===== config.mk =====
export PLATFORM = sky130hd
export DESIGN_NAME = nexys_starship_top_gunner
export DESIGN_NICKNAME = d
export VERILOG_FILES = /design/src/rtl/nexys_starship_pkg.sv /design/src/rtl/nexys_starship_cd_timer.sv /design/src/rtl/nexys_starship_top_gunner.sv
export SDC_FILE = /design/constraint.sdc
export NUM_CORES = 1
export LEC_CHECK = 0
export ABC_AREA = 1
export CAP_MARGIN = 5
export CORE_UTILIZATION = 60
export DETAILED_ROUTE_END_ITERATION = 8
export PLACE_DENSITY = 0.75
export SYNTH_ARGS = -nofsm -noshare
export SYNTH_HDL_FRONTEND = slang
export SYNTH_HIERARCHICAL = 1
export SYNTH_SLANG_ARGS = --single-unit
export TNS_END_PERCENT = 10

===== constraint.sdc =====
create_clock -name Clk -period 3.05 [get_ports Clk]
set_input_delay 0.61 -clock Clk [delete_from_list [all_inputs] [get_ports Clk]]
set_output_delay 0.61 -clock Clk [all_outputs]
set_load 0.1 [all_outputs]

===== src/rtl/nexys_starship_pkg.sv =====
// nexys_starship_pkg: one-hot gunner state encodings and timing defaults
// shared by all four sector gunners.
package nexys_starship_pkg;
  localparam int TIMEOUT_DEFAULT = 200_000_000;
  localparam int COOLDOWN_DEFAULT = 25_000_000;
  localparam int TW_DEFAULT = 28;
  typedef enum logic [4:0] {
    S_IDLE   = 5'b00001,
    S_ARMED  = 5'b00010,
    S_ENGAGE = 5'b00100,
    S_COOL   = 5'b01000,
    S_OVER   = 5'b10000
  } tg_state_t;
endpackage


===== src/rtl/nexys_starship_cd_timer.sv =====
// nexys_starship_cd_timer: saturating down-counter with synchronous load;
// zero flags an expired (or cleared) count.
module nexys_starship_cd_timer #(
  parameter int TW = nexys_starship_pkg::TW_DEFAULT
) (
  input  logic          clk,
  input  logic          rst_n,
  input  logic          load,
  input  logic [TW-1:0] load_val,
  input  logic          en,
  output logic          zero
);
  logic [TW-1:0] count;
  always_ff @(posedge clk or negedge rst_n) begin
    if (!rst_n) count <= '0;
    else if (load) count <= load_val;
    else if (en && count != '0) count <= count - TW'(1);
  end
  assign zero = count == '0;
endmodule


===== src/rtl/nexys_starship_top_gunner.sv =====
// nexys_starship_top_gunner: player-side top-sector gunner enforcing the
// per-monster survival deadline and the post-shot weapon cooldown.
module nexys_starship_top_gunner
  import nexys_starship_pkg::*;
#(
  parameter int TIMEOUT = TIMEOUT_DEFAULT,
  parameter int COOLDOWN = COOLDOWN_DEFAULT,
  parameter int TW = TW_DEFAULT
) (
  input  logic Clk,
  input  logic Reset,
  input  logic play_flag,
  input  logic q_TM_Full,
  input  logic fire_pulse,
  output logic top_monster_ctrl,
  output logic kill_pulse,
  output logic game_over,
  output logic cooldown_active,
  output logic q_TG_Idle,
  output logic q_TG_Armed,
  output logic q_TG_Engage,
  output logic q_TG_Cool,
  output logic q_TG_Over
);
  tg_state_t state, nxt;
  logic threat_run, threat_zero, cd_zero;
  logic go_idle, hit, miss, threat_exp, threat_ld;
  always_comb begin
    go_idle = !play_flag && state != S_IDLE;
    hit = play_flag && state == S_ENGAGE && fire_pulse;
    miss = play_flag && state == S_ARMED && fire_pulse && !q_TM_Full;
    threat_exp = threat_run && threat_zero;
    threat_ld = play_flag && (state == S_ARMED || state == S_COOL) && q_TM_Full && !threat_run;
    nxt = state;
    case (state)
      S_IDLE:   nxt = play_flag ? S_ARMED : S_IDLE;
      S_ARMED:  nxt = !play_flag ? S_IDLE : q_TM_Full ? S_ENGAGE : fire_pulse ? S_COOL : S_ARMED;
      S_ENGAGE: nxt = !play_flag ? S_IDLE : fire_pulse ? S_COOL : threat_exp ? S_OVER :
                      !q_TM_Full ? S_ARMED : S_ENGAGE;
      S_COOL:   nxt = !play_flag ? S_IDLE : threat_exp ? S_OVER : !cd_zero ? S_COOL :
                      (threat_run && q_TM_Full) ? S_ENGAGE : S_ARMED;
      S_OVER:   nxt = play_flag ? S_OVER : S_IDLE;
      default:  nxt = S_IDLE;
    endcase
  end
  // Leaving the game clears both counters; OVER freezes them in place.
  nexys_starship_cd_timer #(.TW(TW)) u_threat (
    .clk(Clk), .rst_n(Reset),
    .load(go_idle || threat_ld),
    .load_val(go_idle ? '0 : TW'(TIMEOUT - 1)),
    .en(threat_run && state != S_OVER),
    .zero(threat_zero)
  );
  nexys_starship_cd_timer #(.TW(TW)) u_cool (
    .clk(Clk), .rst_n(Reset),
    .load(go_idle || hit || miss),
    .load_val(go_idle ? '0 : TW'(COOLDOWN - 1)),
    .en(state != S_OVER),
    .zero(cd_zero)
  );
  always_ff @(posedge Clk or negedge Reset) begin
    if (!Reset) begin
      state <= S_IDLE;
      threat_run <= 1'b0;
      top_monster_ctrl <= 1'b0;
      kill_pulse <= 1'b0;
      game_over <= 1'b0;
      cooldown_active <= 1'b0;
    end else begin
      state <= nxt;
      threat_run <= !(go_idle || hit || !q_TM_Full) && (threat_run || threat_ld);
      top_monster_ctrl <= nxt == S_ENGAGE;
      kill_pulse <= hit;
      game_over <= nxt == S_OVER;
      cooldown_active <= nxt == S_COOL;
    end
  end
  assign {q_TG_Over, q_TG_Cool, q_TG_Engage, q_TG_Armed, q_TG_Idle} = state;
endmodule


-- After elaboration in Yosys (flattened, before gate mapping)
Index checks and enable logic that the tools add are counted.
- bits in registers: 66
- input bits: 5
- output and inout port bits: 9
- word-level logic and storage cells: 71
- $add $sub $neg: 2
- eq/ne operators: 10
- multiplexer cells: 20
- reductions and logical operators: 31
- operator list (operator ; number):
    $mux W28 ; 5
    $logic_not A28 Y1 ; 2
    $reduce_bool A28 Y1 ; 2
    $sub A28 B1 Y28 const B ; 2
    $mux W5 ; 6
    $mux W25 ; 1
    $pmux W5 S5 ; 1
    $mux W4 ; 4
    $logic_and A1 B1 Y1 ; 15
    $eq A5 B3 Y1 const B ; 2
    $eq A5 B4 Y1 const B ; 2
    $eq A5 B5 Y1 const B ; 2
    $logic_or A1 B1 Y1 ; 6
    $mux W3 ; 2
    $eq A5 B1 Y1 const B ; 1
    $eq A5 B2 Y1 const B ; 1
    $ne A5 B1 Y1 const B ; 1
    $ne A5 B5 Y1 const B ; 1
    $logic_not A1 Y1 ; 4
    $reduce_bool A2 Y1 ; 2
    $mux W2 ; 1

-- Longest topological paths before layout
Gate-level depths: netlist of run 1.
- word-level depth: 7
- depth in mapped cells: 13
- depth with buffers taken out: 12

-- Cells and area by module
Netlist of run 1, hierarchy kept.
- by module, submodules not included (module ; instances ; cells an instance ; area an instance (um^2) ; seq. area each (um^2)):
    nexys_starship_cd_timer ; 2 ; 357 ; 2183.3 ; 700.7
    nexys_starship_top_gunner ; 1 ; 79 ; 614.3 ; 251.5

-- Worst setup path before layout of run 1
No wires, ideal clock.
- kind: register to register
- start: reg state[1]
- end: reg u_cool.count[0]
- setup time: 0.069 ns
- arrival: 2.730 ns
- path slack: 0.251 ns
- cell stages (with the launch flop): 10
- clock period less this slack: 2.799 ns
- path through: dfrtp_1 > inv_1 > nand4_2 > nand2_2 > nand3_1 > buf_2 > clkbuf_1 > clkbuf_1 > nand2_1 > nand3_1
- longest elaborated chain between the ends: 6
- ends and longest elaborated chain (what ; RTL line ; RTL):
    start, declared ; nexys_starship_top_gunner.sv:25 ; tg_state_t state, nxt;
    start signal, assigned ; nexys_starship_top_gunner.sv:70 ; state <= nxt;
    $eq A5 B3 Y1 or $eq A5 B2 Y1 (tied branches) ; nexys_starship_top_gunner.sv:30, nexys_starship_top_gunner.sv:31 ;
    $logic_and A1 B1 Y1, on equally long branches (2 in series) ; nexys_starship_top_gunner.sv:30, nexys_starship_top_gunner.sv:31 ;
    $logic_or A1 B1 Y1 or $logic_and A1 B1 Y1 (tied branches) ; nexys_starship_top_gunner.sv:56, nexys_starship_top_gunner.sv:31 ;
    $logic_or A1 B1 Y1 ; nexys_starship_top_gunner.sv:56 ; .load(go_idle || hit || miss),
    $mux W28 or $reduce_bool A2 Y1 (tied branches) ; -- ;
    end signal, assigned ; nexys_starship_cd_timer.sv:16 ; else if (load) count <= load_val;
    end signal, assigned ; nexys_starship_cd_timer.sv:17 ; else if (en && count != '0) count <= count - TW'(1);
    end, declared ; nexys_starship_cd_timer.sv:13 ; logic [TW-1:0] count;
Several ways; a longest one is shown, not always the timed one.
A chain may end at the register's enable or synchronous reset.

-- Worst setup path after layout of run 1
- start: in fire_pulse
- end: reg u_cool.count[9]
- longest elaborated chain between the ends: 4
- ends and longest elaborated chain (what ; RTL line ; RTL):
    start, declared ; nexys_starship_top_gunner.sv:14 ; input logic fire_pulse,
    $logic_and A1 B1 Y1, on equally long branches ; nexys_starship_top_gunner.sv:30, nexys_starship_top_gunner.sv:31 ;
    $logic_or A1 B1 Y1 or $logic_and A1 B1 Y1 (tied branches) ; nexys_starship_top_gunner.sv:56, nexys_starship_top_gunner.sv:31 ;
    $logic_or A1 B1 Y1 (*) ; nexys_starship_top_gunner.sv:56 ;
    $mux W28 or $reduce_bool A2 Y1 (tied branches) ; -- ;
Mark *: on every way between the ends. The rest lies on a longest branch, timed or not.

==> impl_metrics.env, run 1 <==
export IMPL_run_status="finished clean"
export IMPL_synth_top_family_by_area="simple AND/OR/NAND/NOR gates"
export IMPL_port_buffers=13
export IMPL_synthesis_area_per_instance_sq_um=6.281
export IMPL_finalClockSkew_ps=11.21
export IMPL_post_drt_wl_per_cell_microns=13.31
export IMPL_yosysTopAreaCellShare_pct=32.66
export IMPL_skew_pair_late_insertion_delay_ps=350
export IMPL_cts_repair_resized=0
export IMPL_drt_antenna_violating_nets=0
export IMPL_hpwl_mm=9.034
export IMPL_cts_inserted_buffers=9
export IMPL_leakage_nw=2.813
export IMPL_fill_cells=713
export IMPL_holdBufCountCts=0
export IMPL_register_area_sq_um=1653
export IMPL_clk_path_buf_depth=2
export IMPL_fin_worst_hold_slack_ps=277.5
export IMPL_ff2ff_setup_slack_ps=950
export IMPL_worst_setup_path_end_kind="flip-flop"
export IMPL_synthTopCellsByArea="sky130_fd_sc_hd__dfrtp_1 33%, sky130_fd_sc_hd__nand2_1 22%, sky130_fd_sc_hd__nand3_1 10%, sky130_fd_sc_hd__nor2_1 7.3%, sky130_fd_sc_hd__inv_1 6.5%"
export IMPL_grt_overflow=0
export IMPL_detailedPlace_worstSlack_ps=616.8
export IMPL_yosysSeqAreaShare_pct=33.18
export IMPL_cp_arrival_ps=2370
export IMPL_critical_path_peak_fanout=16
export IMPL_post_cts_setup_buffer_count=0
export IMPL_chipHeight_microns=93.12
export IMPL_tns_ps=0
export IMPL_die_area_sq_um=8670
export IMPL_timing_final_crit_period_ps=2137
export IMPL_remaining_drc_errors=0
export IMPL_sinks_on_clock_net=66
export IMPL_yosys_area_share_simple_pct=49.71
export IMPL_post_synth_inst_count=793
export IMPL_r2r_endpoint="u_cool/count[9]$_DFFE_PN0P_"
export IMPL_route_detailed_vias_per_inst=5.394
export IMPL_power_density_nw_per_um2=794.3
export IMPL_grt_first_pass_wirelength_mm=21.56
export IMPL_setup_worst_path_start_class="primary input"
export IMPL_period_share_pct=70.06
export IMPL_clockRootBuffer="sky130_fd_sc_hd__clkbuf_8"
export IMPL_drtPass1Iterations=5
export IMPL_synth_xor_xnor_area_share_pct=2.813
export IMPL_final_util_pct=69.07
export IMPL_synth_fa_ha_area_share_pct=1.005
export IMPL_timing_reg2reg_worst_path_depth=8
export IMPL_row_count=32
export IMPL_yosysUniqueCellTypes=30
export IMPL_report_final_hold_viol_count=0
export IMPL_maxCapViolCount=0
export IMPL_reg2reg_from="state[2]$_DFF_PN0_"
export IMPL_drt_wl_total_mm=12.39
export IMPL_class_of_the_worst_hold_path="in2async"
export IMPL_groute_usage_overall_pct=31.37
export IMPL_initial_utilization_pct=63.15
export IMPL_multi_input_comb_area_sq_um=2949
export IMPL_ys_seq_elements=66
export IMPL_synth_mux_area_fraction_pct=0
export IMPL_required_ps=3280
export IMPL_pin_count_of_the_biggest_net_entering_global_routing=67
export IMPL_synth_area_sq_um=4981
export IMPL_grt_setup_unrepaired="no"
export IMPL_h_tree_depth_reported_by_cts=3
export IMPL_path_clk_slew_ps=90
export IMPL_finalMaxSlewViolations=0
export IMPL_cts_tree="done"
export IMPL_vias_in_the_first_global_route=4687
export IMPL_ratio_of_cells_with_drive_above_1_in_the_final_layout_pct=9.168
export IMPL_floorplan_die_width_microns=93.12
export IMPL_relSlewSlack_pct=65.84
export IMPL_critPathKind="in2reg"
export IMPL_synth_warning_count=6
export IMPL_boundaryPins=14
export IMPL_finalSetupViolCount=0
export IMPL_fmax_mhz=468.0
export IMPL_startpoint="fire_pulse"
export IMPL_antennaDiodeCount=0
export IMPL_yosysTopAreaCell="sky130_fd_sc_hd__dfrtp_1"
export IMPL_syn2layout_area_growth_pct=9.369
export IMPL_synth_compound_area_share_pct=4.170
export IMPL_worst_setup_path_endpoint="u_cool/count[9]$_DFFE_PN0P_"
export IMPL_antenna_found_initial=0
export IMPL_drt_first_iter_violations=283
export IMPL_setup_ws_ps=913.2
export IMPL_vias=5022
export IMPL_fp_coreArea_sq_um=7888
export IMPL_routabilityCongestion=1.030
export IMPL_tightestPinTransition_ps=511.9
export IMPL_nNetsFinal=833
export IMPL_worst_ir_drop_vdd_mv=0.3980
state kept, by name (all words and copies together), names as in the netlist:
name	count
threat_run	1
top_monster_ctrl	1
game_over	1
state	5
cooldown_active	1
u_threat/count	28
kill_pulse	1
u_cool/count	28
critical path: stages:
cell and delay (ps):
sky130_fd_sc_hd__clkdlybuf4s50_1 480, sky130_fd_sc_hd__inv_1 130, sky130_fd_sc_hd__nor2_1 50, sky130_fd_sc_hd__nand2_1 100
sky130_fd_sc_hd__nand3_1 160, sky130_fd_sc_hd__inv_1 440, sky130_fd_sc_hd__nand2_4 200, sky130_fd_sc_hd__nand2_1 120
sky130_fd_sc_hd__o21ai_1 70
layer usage:
| layer | part of all wire, % | up-vias | routed length (microns) | track usage, % |
|---|---|---|---|---|
| met3 | 6.5 | 39 | 801 | 6.016 |
| met5 | 0 | - | 0 | 0 |
| met4 | 3.7 | 0 | 461 | 14.62 |
| met1 | 43 | 2253 | 5310 | 40.36 |
| li1 | - | 2542 | - | - |
| met2 | 47 | 188 | 5818 | 50.92 |
cell usage after synthesis:
cell type                  instances
sky130_fd_sc_hd__nand2_2           8
sky130_fd_sc_hd__nand3_2           3
sky130_fd_sc_hd__conb_1            1
sky130_fd_sc_hd__inv_2             6
sky130_fd_sc_hd__dfrtp_1          65
sky130_fd_sc_hd__nand3_1         102
sky130_fd_sc_hd__nand4_1          17
sky130_fd_sc_hd__nor2_4           11
sky130_fd_sc_hd__o21ai_0          13
sky130_fd_sc_hd__a31oi_1           2
sky130_fd_sc_hd__nor3_1            2
sky130_fd_sc_hd__nand4_2           1
sky130_fd_sc_hd__nor2_8            2
sky130_fd_sc_hd__xor2_1           14
sky130_fd_sc_hd__buf_2             3
sky130_fd_sc_hd__nor2_2            9
sky130_fd_sc_hd__nand3b_1          3
sky130_fd_sc_hd__nand2_1         297
sky130_fd_sc_hd__ha_1              4
sky130_fd_sc_hd__clkbuf_1          8
sky130_fd_sc_hd__nand2_4           2
sky130_fd_sc_hd__buf_4             2
sky130_fd_sc_hd__dfstp_2           1
sky130_fd_sc_hd__xnor2_1           2
sky130_fd_sc_hd__buf_6             4
sky130_fd_sc_hd__a21oi_1           7
sky130_fd_sc_hd__o21ai_1          19
sky130_fd_sc_hd__nor4_1            2
sky130_fd_sc_hd__inv_1            86
sky130_fd_sc_hd__nor2_1           97
power by group:
group	internal (mW)	switching, mW	total (mW)
Combinational	0.651	1.26	1.91
Sequential	1.22	0.428	1.65
Clock	0.383	0.383	0.767
placed cells by master, fill, tap and decap left out, types with 2 or more instances in the layout:
cell type,synthesis,final
sky130_fd_sc_hd__a21oi_1,7,7
sky130_fd_sc_hd__a31oi_1,2,2
sky130_fd_sc_hd__buf_12,0,2
sky130_fd_sc_hd__buf_4,2,13
sky130_fd_sc_hd__clkbuf_8,0,9
sky130_fd_sc_hd__clkdlybuf4s50_1,0,3
sky130_fd_sc_hd__clkinvlp_4,0,2
sky130_fd_sc_hd__conb_1,1,19
sky130_fd_sc_hd__dfrtp_1,65,65
sky130_fd_sc_hd__ha_1,4,4
sky130_fd_sc_hd__inv_1,86,86
sky130_fd_sc_hd__inv_2,6,6
sky130_fd_sc_hd__inv_6,0,2
sky130_fd_sc_hd__nand2_1,297,297
sky130_fd_sc_hd__nand2_2,8,8
sky130_fd_sc_hd__nand2_4,2,2
sky130_fd_sc_hd__nand3_1,102,102
sky130_fd_sc_hd__nand3_2,3,3
sky130_fd_sc_hd__nand3b_1,3,3
sky130_fd_sc_hd__nand4_1,17,17
sky130_fd_sc_hd__nor2_1,97,97
sky130_fd_sc_hd__nor2_2,9,9
sky130_fd_sc_hd__nor2_4,11,11
sky130_fd_sc_hd__nor2_8,2,2
sky130_fd_sc_hd__nor3_1,2,2
sky130_fd_sc_hd__nor4_1,2,2
sky130_fd_sc_hd__o21ai_0,13,13
sky130_fd_sc_hd__o21ai_1,19,18
sky130_fd_sc_hd__xnor2_1,2,2
sky130_fd_sc_hd__xor2_1,14,14
per-stage QoR:
stage               area, sq um  instances  total power [mW]
global placement           5248        915             3.470
floorplan                  5049        811             3.064
detailed placement         5248        915             3.536
CTS                        5448        931             4.323
global route               5448        931             4.735
finish                     5448        931             4.327
logic make-up after synthesis:
| logic type | count (synthesis) |
|---|---|
| buffers and inverters | 109 |
| adders and majority gates | 4 |
| DFF | 66 |
| AOI/OAI and AO/OA | 41 |
| other | 1 |
| and+or+nand+nor | 556 |
| xor gates and xnor gates | 16 |
area by class of cell:
cell class,count,area share [%]
Sequential cell,66,30.34
Tap cell,102,2.343
Clock inverter,7,1.401
Clock buffer,9,2.274
Inverter,92,6.339
Timing Repair Buffer,19,3.170
Multi-Input combinational cell,636,54.13
worst min-delay path by stage:
stage                                           endpoint  depth (start not counted)                           from
after detailed placement   u_threat/count[0]$_DFFE_PN0P_                          2  u_threat/count[0]$_DFFE_PN0P_
after floorplan                cooldown_active$_DFF_PN0_                          0                          Reset
after global placement     u_threat/count[0]$_DFFE_PN0P_                          2  u_threat/count[0]$_DFFE_PN0P_
final                     u_threat/count[10]$_DFFE_PN0P_                          2                          Reset
after global routing      u_threat/count[10]$_DFFE_PN0P_                          2                          Reset
after CTS                 u_threat/count[10]$_DFFE_PN0P_                          2                          Reset
Note: power is estimated with default switching activity, not from simulation.
==> run 2, diff against run 1 <==
- clock period: 3.05 -> 2.18 ns (I/O delays scaled with it)
==> run 2 against run 1 <==
Effect of this change: flip-flop and latch count unchanged; combinational power increased by 46%; sequential power increased by 39%; die area unchanged; via count increased by 1.0%; clock skew decreased by 3.1 ps; largest power group unchanged; design area increased by 3.3%; clock power increased by 34%; setup slack got worse by 720 ps.
==> impl_metrics.env, run 2 (synthesis gave the netlist of run 1 again) <==
export IMPL_run_status="finished clean"
export IMPL_fill_cells=688
export IMPL_fmax_mhz=502.4
export IMPL_syn2layout_area_growth_pct=13.01
export IMPL_relSlewSlack_pct=53.88
export IMPL_worst_path_bufs_invs=1
export IMPL_h_tree_depth_reported_by_cts=3
export IMPL_critPathKind="reg2reg"
export IMPL_post_drt_wl_per_cell_microns=13.59
export IMPL_tightestPinTransition_ps=691.8
export IMPL_final_cell_area_sq_um=5629
export IMPL_post_cts_setup_buffer_count=0
export IMPL_hpwl_mm=9.738
export IMPL_top_regs="u_cool/count (28), u_threat/count (28), state (5)"
export IMPL_clk_path_buf_depth=2
export IMPL_vias_in_the_first_global_route=5000
export IMPL_grt_overflow=0
export IMPL_row_count=32
export IMPL_clockRootBuffer="sky130_fd_sc_hd__clkbuf_8"
export IMPL_leakage_nw=2.909
export IMPL_final_util_pct=71.37
export IMPL_antennaDiodeCount=0
export IMPL_class_of_the_worst_hold_path="in2async"
export IMPL_cts_repair_resized=0
export IMPL_final_cell_mix="297 x sky130_fd_sc_hd__nand2_1, 102 x sky130_fd_sc_hd__nand3_1, 97 x sky130_fd_sc_hd__nor2_1, 86 x sky130_fd_sc_hd__inv_1, 61 x sky130_fd_sc_hd__dfrtp_1"
export IMPL_finalSetupViolCount=0
export IMPL_power_density_nw_per_um2=1086
export IMPL_routabilityCongestion=0.9373
export IMPL_placed_cells=934
export IMPL_worst_path_max_delay_cell="sky130_fd_sc_hd__dfstp_4"
export IMPL_cts_inserted_buffers=9
export IMPL_cpMostUsedCell="sky130_fd_sc_hd__nand2_1"
export IMPL_die_area_sq_um=8670
export IMPL_required_ps=2410
export IMPL_period_share_pct=91.30
export IMPL_remaining_drc_errors=0
export IMPL_vias=5072
export IMPL_finalMaxSlewViolations=0
export IMPL_setup_worst_path_start_class="flip-flop"
export IMPL_drt_first_iter_violations=333
export IMPL_nNetsFinal=852
export IMPL_route_detailed_vias_per_inst=5.345
export IMPL_timing_critical_path_slowest_cell_delay_ps=670
export IMPL_finalClockSkew_ps=8.063
export IMPL_drtPass1Iterations=5
export IMPL_holdBufCountCts=0
export IMPL_critPathTopFamily="flip-flops"
export IMPL_worstPathCellList="nor2_4 -> nand3_2 -> nand2_1 -> nand2_1 -> o21ai_2 -> inv_1 -> nand2_4 -> nand2_1 -> o21ai_1"
export IMPL_maxCapViolCount=0
export IMPL_cts_tree="done"
export IMPL_chipHeight_microns=93.12
export IMPL_path_clk_slew_ps=70
export IMPL_ratio_of_cells_with_drive_above_1_in_the_final_layout_pct=11.33
export IMPL_fin_worst_hold_slack_ps=130.0
export IMPL_grt_first_pass_wirelength_mm=22.55
export IMPL_final_common_cell="sky130_fd_sc_hd__nand2_1"
export IMPL_pin_count_of_the_biggest_net_entering_global_routing=32
export IMPL_initial_utilization_pct=63.15
export IMPL_worst_setup_path_end_kind="flip-flop"
export IMPL_worst_ir_drop_vdd_mv=0.6060
export IMPL_groute_usage_overall_pct=32.69
export IMPL_timing_final_crit_period_ps=1990
export IMPL_sinks_on_clock_net=66
export IMPL_instances_no_fill=949
export IMPL_grt_setup_unrepaired="no"
export IMPL_antenna_found_initial=0
export IMPL_floorplan_die_width_microns=93.12
export IMPL_dpl_instance_area_sq_um=5444
export IMPL_ff2ff_setup_slack_ps=190
export IMPL_cp_arrival_ps=2220
export IMPL_drt_wl_total_mm=12.90
export IMPL_fp_coreArea_sq_um=7888
export IMPL_critical_path_peak_fanout=16
export IMPL_report_final_hold_viol_count=0
export IMPL_boundaryPins=14
export IMPL_skew_pair_late_insertion_delay_ps=340
export IMPL_port_buffers=13
export IMPL_tns_ps=0
export IMPL_drt_antenna_violating_nets=0
run 2: stage by stage:
stage	total power, mW	setup WS (ps)
floorplan	4.312	-36.74
global placement	4.932	39.31
detailed placement	5.052	-28.37
CTS	6.089	197.1
global route	6.680	65.49
finish	6.113	189.6
run 2: routing by layer:
layer	wire length, microns	vias to the layer above	track usage, %
li1	-	2572	-
met1	5552	2313	41.52
met2	6389	158	57.17
met3	662	29	4.146
met4	294	0	11.28
met5	0	-	0
run 2: power by group:
| part | switching [mW] | internal [mW] | total [mW] |
|---|---|---|---|
| registers | 0.587 | 1.71 | 2.30 |
| clock network | 0.475 | 0.551 | 1.03 |
| logic | 1.81 | 0.973 | 2.79 |
| total | 2.88 | 3.24 | 6.11 |
run 2: cell type report:
class                      instances  area [sq um]  share of cell area [%]
clock inverter                     3         40.04                  0.7113
inverter                          92         345.3                   6.135
clock buffer                      12         145.1                   2.578
tap                              102         127.6                   2.267
sequential                        66          1672                   29.70
multi-input combinational        636          2972                   52.79
timing repair buffer              38         327.8                   5.824
run 2: path summary, 6_finish.rpt:
path | endpoint | cells after the start | startpoint
min in group Clk | u_cool/count[0]$_DFFE_PN0P_ | 2 | u_cool/count[0]$_DFFE_PN0P_
worst max register to register | u_threat/count[11]$_DFFE_PN0P_ | 9 | state[0]$_DFF_PN1_
max in group asynchronous | u_cool/count[15]$_DFFE_PN0P_ | 2 | Reset
worst max-delay path | u_threat/count[11]$_DFFE_PN0P_ | 9 | state[0]$_DFF_PN1_
worst min register to register | u_cool/count[0]$_DFFE_PN0P_ | 2 | u_cool/count[0]$_DFFE_PN0P_
worst min-delay path | u_threat/count[15]$_DFFE_PN0P_ | 1 | Reset
==> run 3, diff against run 2 <==
- CORE_UTILIZATION: 60 -> 35
- PLACE_DENSITY: 0.75 -> 0.47
==> run 3 against run 2 <==
Effect of this change: first-iteration DRC count is 24% lower; total power grew 8.3%; non-clock buffer count grew 1; largest power group unchanged; design area rose by 3.8%; clock skew fell by 0.54 ps; worst hold slack better by 28 ps; via count fell by 2.0%; combinational power is essentially flat; highest routed layer unchanged; core utilization shrank 29 points; routed wire length up 7.5%; global-route usage fell by 12 points; critical path depth did not move.
==> impl_metrics.env, run 3 (synthesis gave the netlist of run 1 again) <==
export IMPL_final_cell_area_sq_um=5844
export IMPL_critPathKind="reg2reg"
export IMPL_power_mw=6.623
export IMPL_worst_path_bufs_invs=1
export IMPL_final_common_cell="sky130_fd_sc_hd__nand2_1"
export IMPL_route_detailed_vias_per_inst=4.831
export IMPL_chipHeight_microns=121.3
export IMPL_antennaDiodeCount=0
export IMPL_pin_count_of_the_biggest_net_entering_global_routing=54
export IMPL_maxCapViolCount=0
export IMPL_worst_setup_path_end_kind="flip-flop"
export IMPL_ff2ff_setup_slack_ps=210
export IMPL_timing_critical_path_slowest_cell_delay_ps=670
export IMPL_ratio_of_cells_with_drive_above_1_in_the_final_layout_pct=11.78
export IMPL_placed_cells=1013
export IMPL_remaining_drc_errors=0
export IMPL_vias_in_the_first_global_route=4731
export IMPL_floorplan_die_width_microns=121.3
export IMPL_seq_power_share_pct=34.9
export IMPL_critical_path_peak_fanout=16
export IMPL_fill_cells=1505
export IMPL_finalClockSkew_ps=7.526
export IMPL_detailedPlace_worstSlack_ps=-10.55
export IMPL_final_util_pct=42.10
export IMPL_cts_inserted_buffers=9
export IMPL_routabilityCongestion=0.9290
export IMPL_port_buffers=13
export IMPL_cts_tree="done"
export IMPL_setup_worst_path_start_class="flip-flop"
export IMPL_report_final_hold_viol_count=0
export IMPL_drt_antenna_violating_nets=0
export IMPL_grt_overflow=0
export IMPL_timing_final_crit_period_ps=1965
export IMPL_top_regs="u_cool/count (28), u_threat/count (28), state (5)"
export IMPL_drt_wl_total_mm=13.86
export IMPL_sinks_on_clock_net=66
export IMPL_worstPathCellList="nor2_4 -> nand3_2 -> nand2_1 -> nand2_1 -> o21ai_2 -> buf_4 -> nor2_4 -> nand3_1 -> nand2_1"
export IMPL_grt_setup_unrepaired="no"
export IMPL_boundaryPins=14
export IMPL_comb_power_share_pct=42.2
export IMPL_fp_coreArea_sq_um=13880
export IMPL_finalSetupViolCount=0
export IMPL_groute_usage_overall_pct=20.72
export IMPL_register_area_sq_um=1672
export IMPL_clk_path_buf_depth=2
export IMPL_grt_first_pass_wirelength_mm=23.62
export IMPL_clockPowerShare_pct=22.9
export IMPL_path_clk_slew_ps=60
export IMPL_skew_pair_late_insertion_delay_ps=340
export IMPL_relSlewSlack_pct=51.06
export IMPL_fin_worst_hold_slack_ps=158.4
export IMPL_leakage_nw=2.965
export IMPL_worst_path_max_delay_cell="sky130_fd_sc_hd__dfstp_4"
export IMPL_tightestPinTransition_ps=734.0
export IMPL_critPathTopFamily="simple AND/OR/NAND/NOR gates"
export IMPL_hpwl_mm=10.52
export IMPL_dpl_instance_area_sq_um=5539
export IMPL_drt_first_iter_violations=254
export IMPL_required_ps=2460
export IMPL_instances_no_fill=1029
export IMPL_syn2layout_area_growth_pct=17.33
export IMPL_power_switching_mw=2.973
export IMPL_cp_arrival_ps=2240
export IMPL_initial_utilization_pct=35.88
export IMPL_h_tree_depth_reported_by_cts=3
export IMPL_fmax_mhz=508.8
export IMPL_class_of_the_worst_hold_path="in2async"
export IMPL_final_cell_mix="297 x sky130_fd_sc_hd__nand2_1, 102 x sky130_fd_sc_hd__nand3_1, 97 x sky130_fd_sc_hd__nor2_1, 86 x sky130_fd_sc_hd__inv_1, 61 x sky130_fd_sc_hd__dfrtp_1"
export IMPL_multi_input_comb_area_sq_um=2972
export IMPL_vias=4971
export IMPL_r2r_endpoint="u_threat/count[26]$_DFFE_PN0P_"
export IMPL_cpMostUsedCell="sky130_fd_sc_hd__nand2_1"
export IMPL_post_drt_wl_per_cell_microns=13.47
export IMPL_finalMaxSlewViolations=0
export IMPL_timing_reg2reg_worst_path_depth=9
export IMPL_reg2reg_from="state[0]$_DFF_PN1_"
export IMPL_post_cts_setup_buffer_count=0
export IMPL_setup_ws_ps=214.6
export IMPL_sw_frac_of_total_pct=44.90
export IMPL_power_density_nw_per_um2=1133
export IMPL_internal_power_mw=3.649
export IMPL_drtPass1Iterations=4
export IMPL_antenna_found_initial=0
export IMPL_tns_ps=0
export IMPL_row_count=43
export IMPL_clockRootBuffer="sky130_fd_sc_hd__clkbuf_16"
export IMPL_die_area_sq_um=14710
export IMPL_run_status="finished clean"
export IMPL_cts_repair_resized=0
export IMPL_period_share_pct=90.16
export IMPL_nNetsFinal=853
export IMPL_worst_ir_drop_vdd_mv=0.4200
export IMPL_holdBufCountCts=0
-- run 3: area by class of cell --
class	count	area share, %
Timing Repair Buffer	39	5.566
Clock buffer	11	4.325
Sequential cell	66	28.60
Multi-Input combinational cell	636	50.85
Tap cell	180	3.854
Inverter	92	5.909
Clock inverter	5	0.8992
-- run 3: worst max-delay path by stage --
| stage | slack [ps] | cells past startpoint | startpoint | end |
|---|---|---|---|---|
| floorplan | -40 | 10 | state[0]$_DFF_PN1_ | u_threat/count[9]$_DFFE_PN0P_ |
| global placement | 40 | 9 | play_flag | u_cool/count[26]$_DFFE_PN0P_ |
| detailed placement | -10 | 9 | play_flag | u_cool/count[27]$_DFFE_PN0P_ |
| CTS | 180 | 9 | state[0]$_DFF_PN1_ | u_threat/count[26]$_DFFE_PN0P_ |
| global route | 10 | 9 | state[0]$_DFF_PN1_ | u_threat/count[27]$_DFFE_PN0P_ |
| finish | 210 | 9 | state[0]$_DFF_PN1_ | u_threat/count[26]$_DFFE_PN0P_ |
-- run 3: power groups by stage --
stage | registers, mW | logic [mW] | clock network [mW]
floorplan | 2.20 | 2.11 | 0
global placement | 2.33 | 2.76 | 0
detailed placement | 2.32 | 2.80 | 0
CTS | 2.31 | 2.81 | 1.56
global route | 2.41 | 3.25 | 1.61
finish | 2.31 | 2.80 | 1.51
-- run 3: routing by layer --
layer	wire [microns]	GRT usage, %
met1	6473	26.41
met2	6596	34.69
met3	409	2.773
met4	380	9.182
met5	0	0
